`src/rtl/wd_fault_logger.sv`:
```
// Watchdog fault logger: turns rising edges on the watchdog outputs into
// timestamped records held in a first-word-fall-through FIFO. Records
// that arrive while the FIFO is full are counted rather than stored.
module wd_fault_logger #(
  parameter int unsigned DEPTH = 8,
  parameter int unsigned TS_W  = 16
) (
  input  logic                     CLK,
  input  logic                     RST,
  input  logic                     WDFAIL,
  input  logic [2:0]               FLSTAT,
  input  logic                     BROWNOUT,
  input  logic                     RSTOUT,
  input  logic                     RD_REQ,
  input  logic                     CLR,
  output logic                     RD_VALID,
  output logic [TS_W+7:0]          RD_DATA,
  output logic [$clog2(DEPTH):0]   COUNT,
  output logic                     FULL,
  output logic                     OVERFLOW,
  output logic [7:0]               DROP_CNT
);

  localparam int unsigned AW = $clog2(DEPTH);
  localparam int unsigned RW = TS_W + 8;
  localparam logic [AW:0] DEPTH_C = (AW+1)'(DEPTH);

  logic [TS_W-1:0] ts;
  logic            wd_q, bo_q, rs_q;
  logic            wd_qq, bo_qq, rs_qq;
  logic [2:0]      flstat_q;
  logic            e_wd, e_bo, e_rs, evt;
  logic [RW-1:0]   record;
  logic [RW-1:0]   mem [DEPTH];
  logic [AW-1:0]   wr_ptr, rd_ptr;
  logic [AW:0]     count;
  logic            push, pop, drop;

  // Free-running timestamp; deliberately untouched by CLR.
  always_ff @(posedge CLK or negedge RST) begin
    if (!RST) ts <= '0;
    else      ts <= ts + 1'b1;
  end

  // Two-stage input history for rising-edge detection.
  always_ff @(posedge CLK or negedge RST) begin
    if (!RST) begin
      wd_q     <= 1'b0;
      bo_q     <= 1'b0;
      rs_q     <= 1'b0;
      flstat_q <= '0;
      wd_qq    <= 1'b0;
      bo_qq    <= 1'b0;
      rs_qq    <= 1'b0;
    end else begin
      wd_q     <= WDFAIL;
      bo_q     <= BROWNOUT;
      rs_q     <= RSTOUT;
      flstat_q <= FLSTAT;
      wd_qq    <= wd_q;
      bo_qq    <= bo_q;
      rs_qq    <= rs_q;
    end
  end

  // Edge terms, record assembly and FIFO write/read qualification.
  always_comb begin
    e_wd   = wd_q & ~wd_qq;
    e_bo   = bo_q & ~bo_qq;
    e_rs   = rs_q & ~rs_qq;
    evt    = e_wd | e_bo | e_rs;
    record = {ts, flstat_q, e_bo, e_wd, e_rs, 2'b00};
    pop    = RD_REQ & RD_VALID & ~CLR;
    // A pop in the same cycle frees the slot, so a full FIFO still accepts.
    push   = evt & ~CLR & (~FULL | pop);
    drop   = evt & ~CLR & FULL & ~pop;
  end

  // Record storage; no reset needed since RD_DATA is masked when empty.
  always_ff @(posedge CLK) begin
    if (push) mem[wr_ptr] <= record;
  end

  // Pointers, occupancy and overflow bookkeeping.
  always_ff @(posedge CLK or negedge RST) begin
    if (!RST) begin
      wr_ptr   <= '0;
      rd_ptr   <= '0;
      count    <= '0;
      OVERFLOW <= 1'b0;
      DROP_CNT <= '0;
    end else if (CLR) begin
      wr_ptr   <= '0;
      rd_ptr   <= '0;
      count    <= '0;
      OVERFLOW <= 1'b0;
      DROP_CNT <= '0;
    end else begin
      if (push) wr_ptr <= wr_ptr + 1'b1;
      if (pop)  rd_ptr <= rd_ptr + 1'b1;
      case ({push, pop})
        2'b10:   count <= count + 1'b1;
        2'b01:   count <= count - 1'b1;
        default: count <= count;
      endcase
      if (drop) begin
        OVERFLOW <= 1'b1;
        if (DROP_CNT != 8'hFF) DROP_CNT <= DROP_CNT + 8'd1;
      end
    end
  end

  // Status and fall-through head output.
  always_comb begin
    COUNT    = count;
    FULL     = (count == DEPTH_C);
    RD_VALID = (count != '0);
    RD_DATA  = RD_VALID ? mem[rd_ptr] : '0;
  end

endmodule

```
`config.mk`:
```
export PLATFORM = sky130hd
export DESIGN_NAME = wd_fault_logger
export DESIGN_NICKNAME = d
export VERILOG_FILES = /design/src/rtl/wd_fault_logger.sv
export SDC_FILE = /design/constraint.sdc
export NUM_CORES = 1
export LEC_CHECK = 0
export BUFFER_PORTS_ARGS = -buffer_cell sky130_fd_sc_hd__buf_2
export CAP_MARGIN = 20
export CORE_MARGIN = 2
export CORE_UTILIZATION = 65
export CTS_CLUSTER_DIAMETER = 200
export DETAILED_ROUTE_END_ITERATION = 10
export PLACE_DENSITY = 0.82
export SYNTH_ARGS = -nofsm -noshare
export SYNTH_HDL_FRONTEND = slang
export SYNTH_SLANG_ARGS = --single-unit
```
`constraint.sdc`:
```
create_clock -name CLK -period 9.8 [get_ports CLK]
set_clock_uncertainty 0.15 [all_clocks]
set_input_delay 1.47 -clock CLK [delete_from_list [all_inputs] [get_ports CLK]]
set_output_delay 1.47 -clock CLK [all_outputs]
set_load 0.1 [all_outputs]
```
==> metrics.cfg, run 1 <==
[run_status]
status = complete, no violations

[worst_hold_path]
hold_start = rs_q
hold_path_class = flop to flop

[logic_synthesis]
yosysSeqAreaShare = 0.7338
synthCells = 477
synth_warnings = 0
synthXorXnorAreaFrac = 0.02315
synth_edf_count = 176
synth_compound_area_frac = 0.01035
synth_top_area_cell = edfxtp_1
synthTopCellsByArea = edfxtp_1, dfrtp_1, mux4_2
synth_top_family_by_area = multiplexers
synth_adder_area_share = 0.01093
avgSynthCellArea_um2 = 18.25
syn_area_um2 = 8703
synth_mux_area_frac = 0.1403
ys_ff_latch = 220
yosysTopAreaCellShare = 0.6072
synth-async-reset-ratio = 0.2000
yosysUniqueCellTypes = 40
synthSimpleGateAreaFrac = 0.06872
synth_ff_type = edfxtp_1

[critical_path]
cp-start-kind = flop
path_class = flop to primary output
r2r_slack_ps = 6400
critPathMaxFanout = 44
cp-startpoint = rd_ptr[0]
end_kind = primary output
cp.required_ps = 8180
rr_startpoint = wd_q
worstPathArrival_ps = 2880

[global_route]
grtUsageTotal = 0.2467
grt-ovfl-total = 0
antenna_found_initial = 0
grt_pass1_wl_um = 26450
grt_pass1_vias = 4678
grt_max_degree = 47

[die]
coreArea_um2 = 13140
die-area_um2 = 14330
design.portCount = 49
start_util = 0.6625
die_w_um = 119.7
rows = 42
die_h_um = 119.7

[clock_network]
postCtsSetupBuffers = 0
cts_buffers = 21
cts_hold_buf = 0
cts_resized = 0
root_buffer = clkbuf_16
path_clk_slew_ps = 60
cts_sinks = 220
htree_levels = 1
clockBufferDepth = 3
clk-insertion-delay-late_ps = 490
tritoncts = yes

[place]
numPortBuffers = 46
postPlaceCellArea_um2 = 9199
gp_congestion = 0.7646
place_ws_ps = 5522
hpwl_um = 9403

[timing]
drv_slew = 0
fin_tns_setup_ps = 0
hold-worst-slack_ps = 222.8
worst_pin_slew_ps = 975.2
fin_crit_sh = 0.4591
slew_headroom = 0.3463
rsz0062_at_grt = false
fin_ws_ps = 5301
timing.fmax_mhz = 222.3
period_needed_ps = 4499
setup_viol = 0
finalHoldViolCount = 0

[finish]
drive_gt1_frac = 0.2681
nets = 555
design_area_um2 = 9907
syn2layout_area_growth_pct = 13.83
n_antenna_cell = 0
final_common_cell = edfxtp_1
mostFrequentLayoutCells = edfxtp_1, buf_2, mux4_2
fillers = 773

[power]
powerDensity_nw_per_um2 = 260.9
p_leak_nw = 3.566
ir_worst_vdd_mv = 0.2526

[routing]
wl_um = 16930
dr.pass1.iters = 5
avgRoutedWirePerCell_um = 23.25
ant_nets = 0
first_iter_violations = 531
vias_per_cell = 6.198
via_count = 4512
drcViolationCount = 0

[flow_run]
maxCapViolCount = 0

-- logic make-up (layout without fill, tap and decap cells) --
| group | after synthesis | after routing |
|---|---|---|
| flops | 220 | 220 |
| simple gates | 119 | 119 |
| mux | 67 | 67 |
| buf+inv | 25 | 99 |
| xor+xnor | 23 | 23 |
| compound gates | 15 | 15 |
| fa+ha+maj | 7 | 7 |
| other cells | 1 | 2 |
-- through the flow --
| stage | cells | total power, W | util |
|---|---|---|---|
| after floorplan | 478 | 0.001700 | - |
| after global placement | 687 | 0.001813 | 0.6979 |
| after detailed placement | 689 | 0.001823 | 0.7002 |
| after CTS | 726 | 0.002593 | 0.7510 |
| after global routing | 728 | 0.002664 | 0.7541 |
| final | 728 | 0.002585 | 0.7541 |
-- Yosys cell counts (5+ instances only) --
| cell type | count |
|---|---|
| a21oi_1 | 7 |
| dfrtp_1 | 44 |
| mux2i_1 | 23 |
| edfxtp_1 | 176 |
| buf_2 | 5 |
| nor3_1 | 10 |
| nand2_1 | 15 |
| xnor2_1 | 16 |
| xor2_1 | 7 |
| nand3_1 | 17 |
| mux4_2 | 44 |
| ha_1 | 6 |
| nor2_1 | 44 |
| clkbuf_1 | 14 |
-- final timing paths --
path / endpoint / cells after the start
worst max-delay path: RD_DATA[3] / 5
worst min-delay path: rs_qq / 0
worst max register to register: mem[0][4] / 6
worst min register to register: rs_qq / 0
max in group asynchronous: rd_ptr[1] / 2
min in group asynchronous: flstat_q[2] / 1
-- critical path, stage by stage (launching register included) --
cell and delay (ps):
dfrtp_2 390, buf_4 680, mux4_2 620, mux2i_1 310
nor2_1 70, buf_2 300
-- routing by layer --
layer / global-route usage / share of wire
met5: 0 / 0
met4: 0.06691 / 0.023
met3: 0.04325 / 0.053
met2: 0.4207 / 0.53
met1: 0.3363 / 0.40
-- state kept, by name, summed over array words and instances, names as in the netlist --
signal,cells
mem,176
ts,16
DROP_CNT,8
COUNT,4
flstat_q,3
rd_ptr,3
wr_ptr,3
OVERFLOW,1
bo_q,1
bo_qq,1
rs_q,1
rs_qq,1
wd_q,1
wd_qq,1
-- final cells by class --
| cell class | count | area (um^2) | share of cell area |
|---|---|---|---|
| inverters | 2 | 7.507 | 0.0007578 |
| multi-input cells | 233 | 2247 | 0.2268 |
| well taps | 176 | 220.2 | 0.02223 |
| repair buffers | 60 | 375.4 | 0.03789 |
| flip-flops and latches | 220 | 6389 | 0.6449 |
| clock buffers | 25 | 560.5 | 0.05658 |
| clock inverters | 12 | 107.6 | 0.01086 |
-- where the power goes --
part | switching, W | internal, W | leakage [nW]
clock network | 0.000319 | 0.000459 | 0.330
logic | 0.000569 | 0.000172 | 0.961
registers | 0.0000310 | 0.00103 | 2.27
total | 0.000919 | 0.00167 | 3.57
Note: power is estimated with default switching activity, not from simulation.
==> run 2, diff against run 1 <==
ABC_AREA = 1   (was not set)
CORE_UTILIZATION = 55   (was 65)
PLACE_DENSITY = 0.74   (was 0.82)
clock period = 3.95 ns   (was 9.8 ns; I/O delays follow)
==> run 2 against run 1 <==
Worst setup slack got worse by 5000 ps; synthesized cell count grew 56%; worst hold slack worse by 170 ps; clock power rose to 2.6 times the previous value; non-clock buffer count up 6; synthesized area grew 4.3%; largest cell class unchanged.
==> metrics.cfg, run 2 <==
[logic_synthesis]
synth_top_family_by_area = simple AND/OR/NAND/NOR gates
synth_warnings = 0
synthTopCellsByArea = edfxtp_1, dfrtp_1, nor2_1
synthCells = 742
syn_area_um2 = 9079
synth_ff_type = edfxtp_1
synthSimpleGateAreaFrac = 0.1243
synth_mux_area_frac = 0.02426
yosysUniqueCellTypes = 34
synth-async-reset-ratio = 0.2000
avgSynthCellArea_um2 = 12.24
synth.most_common_cell = edfxtp_1
yosysTopAreaCellShare = 0.5821
synth_edf_count = 176
synthXorXnorAreaFrac = 0.01929
ys_ff_latch = 220
synthTopCellsByCount = edfxtp_1, nor2_1, o21ai_0
yosysSeqAreaShare = 0.7034
synth_adder_area_share = 0.01047
synth_compound_area_frac = 0.08476
synth_top_area_cell = edfxtp_1

[clock_network]
path_clk_slew_ps = 60
cts_resized = 0
cts_buffers = 23
root_buffer = clkbuf_16
cts_sinks = 220
clk-insertion-delay-late_ps = 490
clockBufferDepth = 3
tritoncts = yes
htree_levels = 1

[power]
p_leak_nw = 3.899
finalPower_w = 0.005807
powerDensity_nw_per_um2 = 561.8
ir_worst_vdd_mv = 0.3448

[finish]
nets = 813
design_area_um2 = 10340
multi_input_area_um2 = 2439
regMostFlops = mem
final_util = 0.6461
n_antenna_cell = 0
fillers = 1239
largest_reg_flops = 176
drive_gt1_frac = 0.1736
reg.largest.list = mem: 176 flops, ts: 16 flops, DROP_CNT: 8 flops
syn2layout_area_growth_pct = 13.86
final_common_cell = edfxtp_1
mostFrequentLayoutCells = edfxtp_1, nor2_1, o21ai_0
regArea_um2 = 6389

[place]
gp_congestion = 0.8332
numPortBuffers = 46
postPlaceCellArea_um2 = 9575
hpwl_um = 12030

[global_route]
grt_max_degree = 45
grt_pass1_wl_um = 31040
grtUsageTotal = 0.2254
grt_pass1_vias = 6028
grt-ovfl-total = 0
antenna_found_initial = 0

[timing]
worst_pin_slew_ps = 819.1
timing.fmax_mhz = 275.8
fin_tns_setup_ps = 0
setup_viol = 0
period_needed_ps = 3626
drv_slew = 0
finalHoldViolCount = 0
slew_headroom = 0.4534
rsz0062_at_grt = false
fin_crit_sh = 0.9179

[worst_hold_path]
hold_path_class = input port to flop

[critical_path]
cp.required_ps = 3210
cp-start-kind = flop
slowest_delay_ps = 700
end_kind = primary output
worstPathArrival_ps = 2880
cp_common_cell = nor2_1
crit_family = buffers and inverters
critPathMaxFanout = 42
cp_slowest_cell = dfrtp_2
cp_num_buf_inv = 2
crit_chain = buf_4 > nor2_1 > nor2_1 > o21ai_0 > o21ai_1 > o21ai_0 > nor2_1 > buf_2
path_class = flop to primary output

[die]
die_h_um = 132.5
die-area_um2 = 17550
rows = 46
die_w_um = 132.5
start_util = 0.5674
coreArea_um2 = 16000
design.portCount = 49

[routing]
dr.pass1.iters = 5
drcViolationCount = 0
wl_um = 19460
via_count = 5874
first_iter_violations = 454
avgRoutedWirePerCell_um = 18.93
vias_per_cell = 5.714
ant_nets = 0

[run_status]
status = complete, no violations

[flow_run]
maxCapViolCount = 0

==> run 2: final timing paths <==
path | endpoint | slack, ps | depth (start not counted) | from
min in group asynchronous | wr_ptr[2] | 420 | 2 | RST
worst min-delay path | rs_q | 50 | 1 | RSTOUT
worst max-delay path | RD_DATA[3] | 320 | 8 | rd_ptr[0]
max in group asynchronous | rd_ptr[1] | 2720 | 3 | RST
worst min register to register | rs_qq | 220 | 0 | rs_q
worst max register to register | mem[2][9] | 970 | 7 | COUNT[1]
==> run 2: per-stage QoR <==
step / instances / worst slack (ps) / hold slack (ps)
2_1_floorplan: 743 / 332.2 / 146.9
3_3_place_gp: 985 / 871.1 / 211.8
3_5_place_dp: 985 / 689.9 / 214.4
4_1_cts: 1026 / 320.6 / 36.00
5_1_grt: 1028 / 150.6 / 27.79
6_report: 1028 / 324.3 / 53.75
==> run 2: worst reg2reg max path: cells and delay by family, from the launching register on <==
family          cells  cell delay [ps]
compound gates      1              230
buf+inv             1              330
flops               1              480
simple gates        5             1480
==> run 2: routing by layer <==
layer | up-vias | wire length (um) | GRT usage | part of all wire
met1 | 2901 | 7649 | 0.2720 | 0.39
met2 | 196 | 10120 | 0.4016 | 0.52
met5 | - | 0 | 0 | 0
met4 | 0 | 526 | 0.08005 | 0.027
met3 | 40 | 1163 | 0.04789 | 0.060
li1 | 2737 | - | - | -
==> run 2: power breakdown <==
group	internal (W)	switching [W]
clock	0.00123	0.000828
combinational	0.000233	0.000913
sequential	0.00255	0.0000549
total	0.00401	0.00180
==> run 2: repair_timing <==
action	in CTS	in global routing
endpoints found under the setup margin	0	0
hold endpoints to repair	0	15
hold buffers	0	1
setup buffers	0	0
==> run 2: cell type report <==
cell class,count,area share
clock inverters,7,0.006294
multi-input cells,455,0.2359
flip-flops and latches,220,0.6180
clock buffers,34,0.06451
well taps,216,0.02614
repair buffers,66,0.03825
inverters,30,0.01089
==> run 2: logic make-up (layout without fill, tap and decap cells) <==
kind of cell	after synthesis	count (layout)
other	1	2
XOR/XNOR	20	20
AND/OR/NAND/NOR	259	259
buffers and inverters	68	137
flip-flops	220	220
adder cells (fa/ha/maj)	7	7
multiplexers	22	22
AO/OA/AOI/OAI	145	145
